### src/rtl/hazard_ctrl.sv
// Pipeline hazard controller: load-use stalls, EX branch redirects, multi-cycle
// EX holds with a watchdog, plus saturating stall/flush performance counters.
module hazard_ctrl #(
  parameter int unsigned MDIV_TIMEOUT = 64
) (
  input  logic        clk,
  input  logic        rst_n,
  input  logic [4:0]  rs1_ID,
  input  logic [4:0]  rs2_ID,
  input  logic        use_rs1_ID,
  input  logic        use_rs2_ID,
  input  logic [4:0]  rd_EX,
  input  logic        MemRead_EX,
  input  logic        branch_taken_EX,
  input  logic [31:0] branch_target_EX,
  input  logic        mdiv_start_EX,
  input  logic        mdiv_done,
  output logic        PCWrite,
  output logic        Write_IFID,
  output logic        flush_IF,
  output logic        flush_IDEX,
  output logic        stall_EX,
  output logic        PCSrc_IF,
  output logic [31:0] PCTarget_IF,
  output logic        mdiv_timeout,
  output logic [31:0] stall_cycles,
  output logic [31:0] flush_count
);

  localparam int unsigned CNT_W = $clog2(MDIV_TIMEOUT) + 1;
  localparam logic [CNT_W-1:0] CNT_LAST = CNT_W'(MDIV_TIMEOUT - 1);

  typedef enum logic {IDLE, MWAIT} state_t;

  state_t           state_q, state_d;
  logic [CNT_W-1:0] cnt_q, cnt_d;
  logic             timeout_d;
  logic             lu;
  logic             mdiv_busy;

  assign lu = MemRead_EX && (rd_EX != 5'd0) &&
              ((use_rs1_ID && (rs1_ID == rd_EX)) || (use_rs2_ID && (rs2_ID == rd_EX)));

  // The front end is held from the cycle a multi-cycle op enters EX until done.
  assign mdiv_busy = ((state_q == MWAIT) && !mdiv_done) ||
                     ((state_q == IDLE) && mdiv_start_EX && !mdiv_done);

  always_ff @(posedge clk or negedge rst_n) begin
    if (!rst_n) begin
      state_q      <= IDLE;
      cnt_q        <= '0;
      mdiv_timeout <= 1'b0;
    end else begin
      state_q      <= state_d;
      cnt_q        <= cnt_d;
      mdiv_timeout <= timeout_d;
    end
  end

  // Next-state and combinational control outputs
  always_comb begin
    state_d     = state_q;
    cnt_d       = cnt_q;
    timeout_d   = mdiv_timeout;
    PCWrite     = 1'b1;
    Write_IFID  = 1'b1;
    flush_IF    = 1'b0;
    flush_IDEX  = 1'b0;
    stall_EX    = 1'b0;
    PCSrc_IF    = 1'b0;
    PCTarget_IF = '0;

    case (state_q)
      IDLE: begin
        if (mdiv_start_EX && !mdiv_done) begin
          state_d = MWAIT;
          cnt_d   = '0;
        end
      end
      MWAIT: begin
        if (mdiv_done) begin
          state_d = IDLE;
        end else if (cnt_q == CNT_LAST) begin
          state_d   = IDLE;
          timeout_d = 1'b1;
        end else begin
          cnt_d = cnt_q + CNT_W'(1);
        end
      end
      default: state_d = IDLE;
    endcase

    // Reset forces the free-running defaults regardless of inputs.
    if (rst_n) begin
      if (mdiv_busy) begin
        PCWrite    = 1'b0;
        Write_IFID = 1'b0;
        stall_EX   = 1'b1;
      end else if (branch_taken_EX && (state_q == IDLE)) begin
        PCSrc_IF    = 1'b1;
        PCTarget_IF = branch_target_EX;
        flush_IF    = 1'b1;
        flush_IDEX  = 1'b1;
      end else if (lu) begin
        PCWrite    = 1'b0;
        Write_IFID = 1'b0;
        flush_IDEX = 1'b1;
      end
    end
  end

  // Saturating performance counters
  always_ff @(posedge clk or negedge rst_n) begin
    if (!rst_n) begin
      stall_cycles <= '0;
      flush_count  <= '0;
    end else begin
      if (!PCWrite && (stall_cycles != 32'hFFFF_FFFF)) stall_cycles <= stall_cycles + 32'd1;
      if (flush_IF && (flush_count != 32'hFFFF_FFFF)) flush_count <= flush_count + 32'd1;
    end
  end

endmodule

### config.mk
export PLATFORM = sky130hd
export DESIGN_NAME = hazard_ctrl
export DESIGN_NICKNAME = d
export VERILOG_FILES = /design/src/rtl/hazard_ctrl.sv
export SDC_FILE = /design/constraint.sdc
export NUM_CORES = 1
export LEC_CHECK = 0
export CORE_UTILIZATION = 44
export DETAILED_ROUTE_END_ITERATION = 10
export PLACE_DENSITY = 0.92
export SYNTH_ARGS = -nofsm -noshare
export SYNTH_HDL_FRONTEND = slang
export SYNTH_SLANG_ARGS = --single-unit
### constraint.sdc
create_clock -name clk -period 2.55 [get_ports clk]
set_clock_uncertainty 0.05 [all_clocks]
set_input_delay 0.51 -clock clk [delete_from_list [all_inputs] [get_ports clk]]
set_output_delay 0.51 -clock clk [all_outputs]
set_load 0.05 [all_outputs]
==> impl_metrics.toml, run 1 <==
[critical_path]
cp_num_buf_inv = 4
timing.critical_path.slowest_stage_cell = "clkdlybuf4s50_1"
timing.reg2reg.worst_path_depth = 8
worst_setup_path_end_kind = "output pin"
cp_slowest_stage_delay_ns = 0.49
setup_cp_type = "input pin to output pin"
worstReg2RegStart = "flush_count[0]"
cpLargestDelayFamily = "buffers and inverters"
startpoint_type = "input pin"
path_cells = "clkdlybuf4s50_1 -> nor2b_1 -> nand3_2 -> inv_2 -> clkbuf_16 -> and2_1 -> buf_12"
rrSetupSlack_ns = 0.19
crit-reg2reg-capture = "flush_count[22]"
required_ns = 1.99
critPathArrivalTime_ns = 1.95
worst_path_maximum_fanout = 18

[place]
detailed_place.area_um2 = 6060
gp_congestion = 0.855
buffer_ports.inserted = 157
post-dp-hpwl_um = 8710
place_worst_setup_slack_ns = -0.299

[pwr]
total_power_density_per_cell_area_nw_per_um2 = 495
power.switching_w = 0.00104
static-leakage-power_nw = 2.88
vdd_drop_max_uv = 625
finalPower_w = 0.00317
power_frac_seq_pct = 42.6
switching_share_pct = 32.8
power_report.internal_total_w = 0.00213
clk_network_pwr_share_pct = 28.2
share_comb_of_total_power_pct = 29.1

[route]
detail-route-antenna-nets = 0
drcViolationCount = 0
count_of_tritonroute_iterations_in_the_first_routing_pass = 4
drt_wl_total_um = 11600
route.detailed.vias_per_inst = 5.40
detail_route.wl_per_cell_um = 16.9
route.vias.total = 3694
drt_first_iter_violations = 214

[timing]
fin_ws_ns = 0.0355
final_period_minus_worst_setup_slack_ns = 2.51
drv_slew = 0
worst_slew_pin_slew_ns = 0.591
layout_worst_path_cycle_share_pct = 98.6
timing_hold_violations_final = 0
setup_viol_count_final = 0
final.hold.worst_slack_ns = 0.243
max_freq_ghz = 0.398
worst_slew_margin_rel_pct = 60.3

[final_layout]
syn_to_final_growth_pct = 65.8
layout-drive-gt1-share_pct = 19.7
finalNetCount = 633
num_antenna_cells = 0
layout.cell_area.non_filler_um2 = 6410

[floorplan]
ioPinCount = 158
placeable_area_um2 = 8340
die_height_um = 95.7
dieArea_um2 = 9170
fp.dieW_um = 95.7
core.rowCount = 33
floorplan.initialDensity_pct = 46.4

[clocking]
cts_inserted_buffers = 9
clk_transition_reported_paths_ns = 0.07
cts_num_sinks = 73
cts_max_level = 3
cts_tree = "built"
postCtsHoldBufs = 0
clock_path_buffers = 2
clockRootBuffer = "clkbuf_8"
worstSkewPairLatency_ns = 0.33

[logic_synthesis]
synth-edff-count = 0
dominantRegCellSynth = "dfrtp_1"
synth_area_leaders = "dfrtp_1, xor2_1, xnor2_1"
post_synth_instance_area_um2 = 3870
synthDominantAreaCellType = "dfrtp_1"
netlist_top_cells_count = "dfrtp_1, xor2_1, xnor2_1, and2_1, nand3_1"
netlist.area_leader.share_pct = 47.2
post_synth_num_cell_types = 40
postSynthAreaPerCell_um2 = 9.86
synth_cells = 392
yosysWarnings = 0
synth_nets = 450
ys_seq_area_share_pct = 47.2
yosysMostFrequentCell = "dfrtp_1"
ys_ff_latch = 73
share_of_async_settable_or_async_resettable_flops_after_synthesis_pct = 100

[grt]
grt_pass1_wl_um = 17800
grt_start_max_net_pins = 44
grt_pass1_vias = 3645
overall_routing_resource_usage_pct = 25.2
grt_remaining_overflow = 0
antenna_found_initial = 0

[flow_run]
drv.max_cap_violation_count = 0

[worst_hold_path]
hold_class = "input pin to asynchronous set/reset pin"

[outcome]
result_of_the_run = "complete, no violations"
[metrics by stage]
step / cells / utilization, % / TNS [ns]
after CTS: 680 / 75.3 / 0
after floorplan: 392 / - / -0.264
after global placement: 663 / 72.7 / -2.14
after detailed placement: 663 / 72.7 / -4.99
final: 684 / 76.9 / 0
after global routing: 684 / 76.9 / -0.0337
[registers in the layout, summed over array words and instances (netlist names)]
name / flops
stall_cycles: 32
flush_count: 32
state_q: 1
cnt_q: 7
mdiv_timeout: 1
[power by group through the flow]
stage                     logic, W  registers (W)  clock network [W]
after floorplan           0.000260        0.00158                  0
after global placement    0.000878        0.00136                  0
after detailed placement  0.000900        0.00137                  0
after CTS                 0.000906        0.00135           0.000914
after global routing      0.000979        0.00137           0.000971
final                     0.000924        0.00135           0.000897
[logic make-up after synthesis]
| logic type | count (synthesis) | synth area share (%) |
|---|---|---|
| mux | 2 | 0.550 |
| simple gates | 200 | 28.3 |
| xor+xnor | 75 | 17.0 |
| flops | 73 | 47.2 |
| fa+ha+maj | 3 | 0.971 |
| compound gates | 16 | 2.98 |
| buf+inv | 23 | 2.91 |
[repair_timing]
action | CTS | global route
pin swaps | 3 | 9
resized for setup | 8 | 32
buffers inserted | 2 | 3
cloned | 0 | 1
setup endpoints to repair | 3 | 38
[area by class of cell]
type | count | area (um^2)
Clock buffer | 12 | 155
Clock inverter | 3 | 40.0
Fill cell | 524 | 1930
Inverter | 11 | 41.3
Timing Repair Buffer | 184 | 2210
Multi-Input combinational cell | 296 | 2010
Sequential cell | 73 | 1830
Tap cell | 105 | 131
[how the worst max path moves through the flow]
| stage | endpoint | start | depth (start not counted) |
|---|---|---|---|
| CTS | flush_IDEX | rd_EX[0] | 7 |
| global placement | PCWrite | rd_EX[1] | 6 |
| detailed placement | stall_cycles[28] | rd_EX[1] | 11 |
| global route | PCTarget_IF[25] | branch_taken_EX | 7 |
| floorplan | Write_IFID | rd_EX[1] | 4 |
| finish | PCTarget_IF[25] | branch_taken_EX | 7 |
[layout by cell type (no fill, tap or decap), types with 3 or more instances in the layout]
cell / count
nand2_1: 31
inv_1: 10
nor2_1: 23
nand4_1: 19
xnor2_1: 36
xor2_1: 39
clkdlybuf4s50_1: 109
nor4_1: 9
ha_1: 3
nand3_1: 31
and2_1: 12
and2_4: 22
dlymetal6s2s_1: 5
buf_4: 23
dfrtp_1: 73
buf_12: 40
clkbuf_8: 11
or3_1: 5
nor3_1: 18
and3_1: 6
and4_1: 10
[per-layer routing]
layer	vias up	part of all wire, %	wire length, um	global-route usage [%]
met3	25	4.2	480	4.82
met2	112	55	6400	44.9
li1	1723	-	-	-
met4	0	2.3	269	8.46
met1	1834	38	4400	30.6
met5	-	0	0	0
Power figures use the tool's default switching activity.
==> run 2, diff against run 1 <==
Settings changed: ABC_AREA set to 1, CORE_UTILIZATION 44 to 48.
==> run 2 against run 1 <==
  * Die area is 22% higher
  * Clock power up 7.6%
  * First-iteration DRC count grew 58%
  * Setup slack better by 0.029 ns
  * Global-route usage increased by 2.3 points
  * Highest routed layer unchanged
  * Power is 12% higher
  * Critical path type unchanged
  * Synthesized area rose by 34%
  * Largest cell class is now multi-input combinational cells
  * Non-clock buffer count fell by 9
  * Count of clock-buffer cells in the layout stayed put
  * Sequential power rose by 4%
==> impl_metrics.toml, run 2 <==
[grt]
grt_remaining_overflow = 0
grt.met3_usage_pct = 6.56
antenna_found_initial = 0
overall_routing_resource_usage_pct = 27.5
global_route.usage.met2_pct = 45.9
grt_pass1_wl_um = 24400
grt_pass1_vias = 5255
grt.busiest_layer = "met2"
grt_start_max_net_pins = 67
use_met1_pct = 33.9

[pwr]
vdd_drop_max_uv = 465
total_power_density_per_cell_area_nw_per_um2 = 469
static-leakage-power_nw = 3.67

[timing]
drv_slew = 0
max_freq_ghz = 0.402
setup_repair_after_global_routing_missed_its_margin = "yes"
worst_slew_margin_rel_pct = 42.8
layout_worst_path_cycle_share_pct = 97.4
tns_ns = 0
setup_viol_count_final = 0
timing_hold_violations_final = 0
final_period_minus_worst_setup_slack_ns = 2.48
worst_slew_pin_slew_ns = 0.858

[logic_synthesis]
synth_cells = 808
yosysMostFrequentCell = "nand2_1"
netlist.area_leader.share_pct = 35.4
yosysWarnings = 0
share_of_async_settable_or_async_resettable_flops_after_synthesis_pct = 100
postSynthAreaPerCell_um2 = 6.39
synth_nets = 866
dominantRegCellSynth = "dfrtp_1"
ys_seq_area_share_pct = 35.4
synth_area_leaders = "dfrtp_1, nand2_1, inv_1"
synthDominantAreaCellType = "dfrtp_1"
post_synth_instance_area_um2 = 5160
synth-edff-count = 0
ys_ff_latch = 73
post_synth_num_cell_types = 34
netlist_top_cells_count = "nand2_1, inv_1, nor2_1, dfrtp_1, nand3_1"

[critical_path]
worst_setup_path_end_kind = "output pin"
rrSetupSlack_ns = 0.29
startpoint_type = "input pin"
critPathArrivalTime_ns = 1.92
worst_path_maximum_fanout = 7
setup_cp_type = "input pin to output pin"
required_ns = 1.99

[route]
drt_first_iter_violations = 339
route.vias.total = 5688
count_of_tritonroute_iterations_in_the_first_routing_pass = 5
route.detailed.vias_per_inst = 5.10
detail-route-antenna-nets = 0
drcViolationCount = 0
detail_route.wl_per_cell_um = 13.4
drt_wl_total_um = 14900

[clocking]
clock_path_buffers = 2
cts_max_level = 3
cts_num_sinks = 73
clk_transition_reported_paths_ns = 0.09
clockRootBuffer = "clkbuf_8"
cts_tree = "built"
cts_inserted_buffers = 9
worstSkewPairLatency_ns = 0.37

[floorplan]
core.rowCount = 37
fp.dieW_um = 106
dieArea_um2 = 11200
die_height_um = 106
placeable_area_um2 = 10400
floorplan.initialDensity_pct = 49.8
ioPinCount = 158

[final_layout]
final_non_filler_cells = 1116
filler_cell_count = 760
layout.cells.most_common = "nand2_1"
layout.cells.most_common_list = "nand2_1, inv_1, clkdlybuf4s50_1, nor2_1, dfrtp_1"
finalNetCount = 1033
syn_to_final_growth_pct = 46.8
multi_input_comb_area_um2 = 2830
largestRegisters = "flush_count (32), stall_cycles (32), cnt_q (7)"
area.sequential_um2 = 1830
num_antenna_cells = 0
layout-drive-gt1-share_pct = 11.9

[place]
gp_congestion = 0.935
post-dp-hpwl_um = 11200
placedCellCount = 1099
buffer_ports.inserted = 157

[flow_run]
drv.max_cap_violation_count = 0

[outcome]
result_of_the_run = "complete, no violations"

[worst_hold_path]
hold_class = "input pin to asynchronous set/reset pin"
-- run 2: cell types whose count changed in the layout (fill, tap and decap cells not counted), sizes merged, moves of 10 or more --
cell / previous run / this run
nand2: 31 / 319
inv: 11 / 116
nor2: 23 / 109
and2: 34 / 1
nand3: 32 / 59
xnor2: 36 / 10
xor2: 39 / 26
o21ai: 5 / 17
nand4: 19 / 8
and4: 10 / 0
-- run 2: layer usage --
layer / up-vias / routed length, um
met3: 30 / 1300
met2: 302 / 7220
met1: 2554 / 6040
met5: - / 0
met4: 0 / 385
li1: 2802 / -
-- run 2: kinds of logic after synthesis --
kind of cell	count (synthesis)	share of synthesized area (%)
and+or+nand+nor	533	43.7
AOI/OAI and AO/OA	28	3.20
xor gates and xnor gates	36	6.11
buffers and inverters	135	10.9
adders and majority gates	3	0.727
DFF	73	35.4
-- run 2: through the flow --
step / utilization, % / area (um^2) / power, W / setup WS (ns) / hold WS, ns
global route: 73.1 / 7580 / 0.00373 / -0.0344 / 0.395
floorplan: - / 5160 / 0.00211 / -0.147 / 0.164
detailed placement: 70.3 / 7290 / 0.00260 / -0.0614 / 0.290
global placement: 70.3 / 7290 / 0.00257 / -0.0219 / 0.287
finish: 73.1 / 7580 / 0.00356 / 0.0650 / 0.316
CTS: 72.3 / 7500 / 0.00356 / 0.00701 / 0.351
-- run 2: path summary, 6_finish.rpt --
path	from	depth (start not counted)	endpoint
min in group clk	mdiv_timeout	1	mdiv_timeout
worst max register to register	stall_cycles[0]	9	stall_cycles[18]
worst min register to register	mdiv_timeout	1	mdiv_timeout
worst min-delay path	rst_n	2	flush_count[8]
max in group asynchronous	rst_n	2	stall_cycles[7]
worst max-delay path	mdiv_start_EX	10	PCTarget_IF[5]
-- run 2: timing repair --
| action | in CTS | in global routing |
|---|---|---|
| hold endpoints to repair | 7 | 0 |
| pin swaps | 0 | 3 |
| setup endpoints to repair | 3 | 30 |
| hold buffers | 1 | 0 |
| buffers inserted | 0 | 0 |
| resized for setup | 2 | 34 |
-- run 2: power by group --
group          switching (W)  total (W)  internal, W
combinational       0.000734    0.00118     0.000450
clock               0.000459   0.000965     0.000506
sequential          0.000143    0.00141      0.00127
total                0.00134    0.00356      0.00222
-- run 2: final cells by class --
cell class | instances | area share [%]
Multi-Input combinational cell | 600 | 37.3
Timing Repair Buffer | 175 | 27.8
Sequential cell | 73 | 24.1
Inverter | 116 | 5.78
Tap cell | 136 | 2.24
Clock buffer | 12 | 2.05
Clock inverter | 4 | 0.677
-- run 2: worst max-delay path, cell delays in order --
cell	delay, ns
clkdlybuf4s50_1	0.40
inv_1	0.08
a21oi_1	0.07
inv_1	0.06
nand2_1	0.09
nor2_4	0.12
inv_4	0.07
buf_4	0.16
nor2_1	0.19
buf_12	0.17
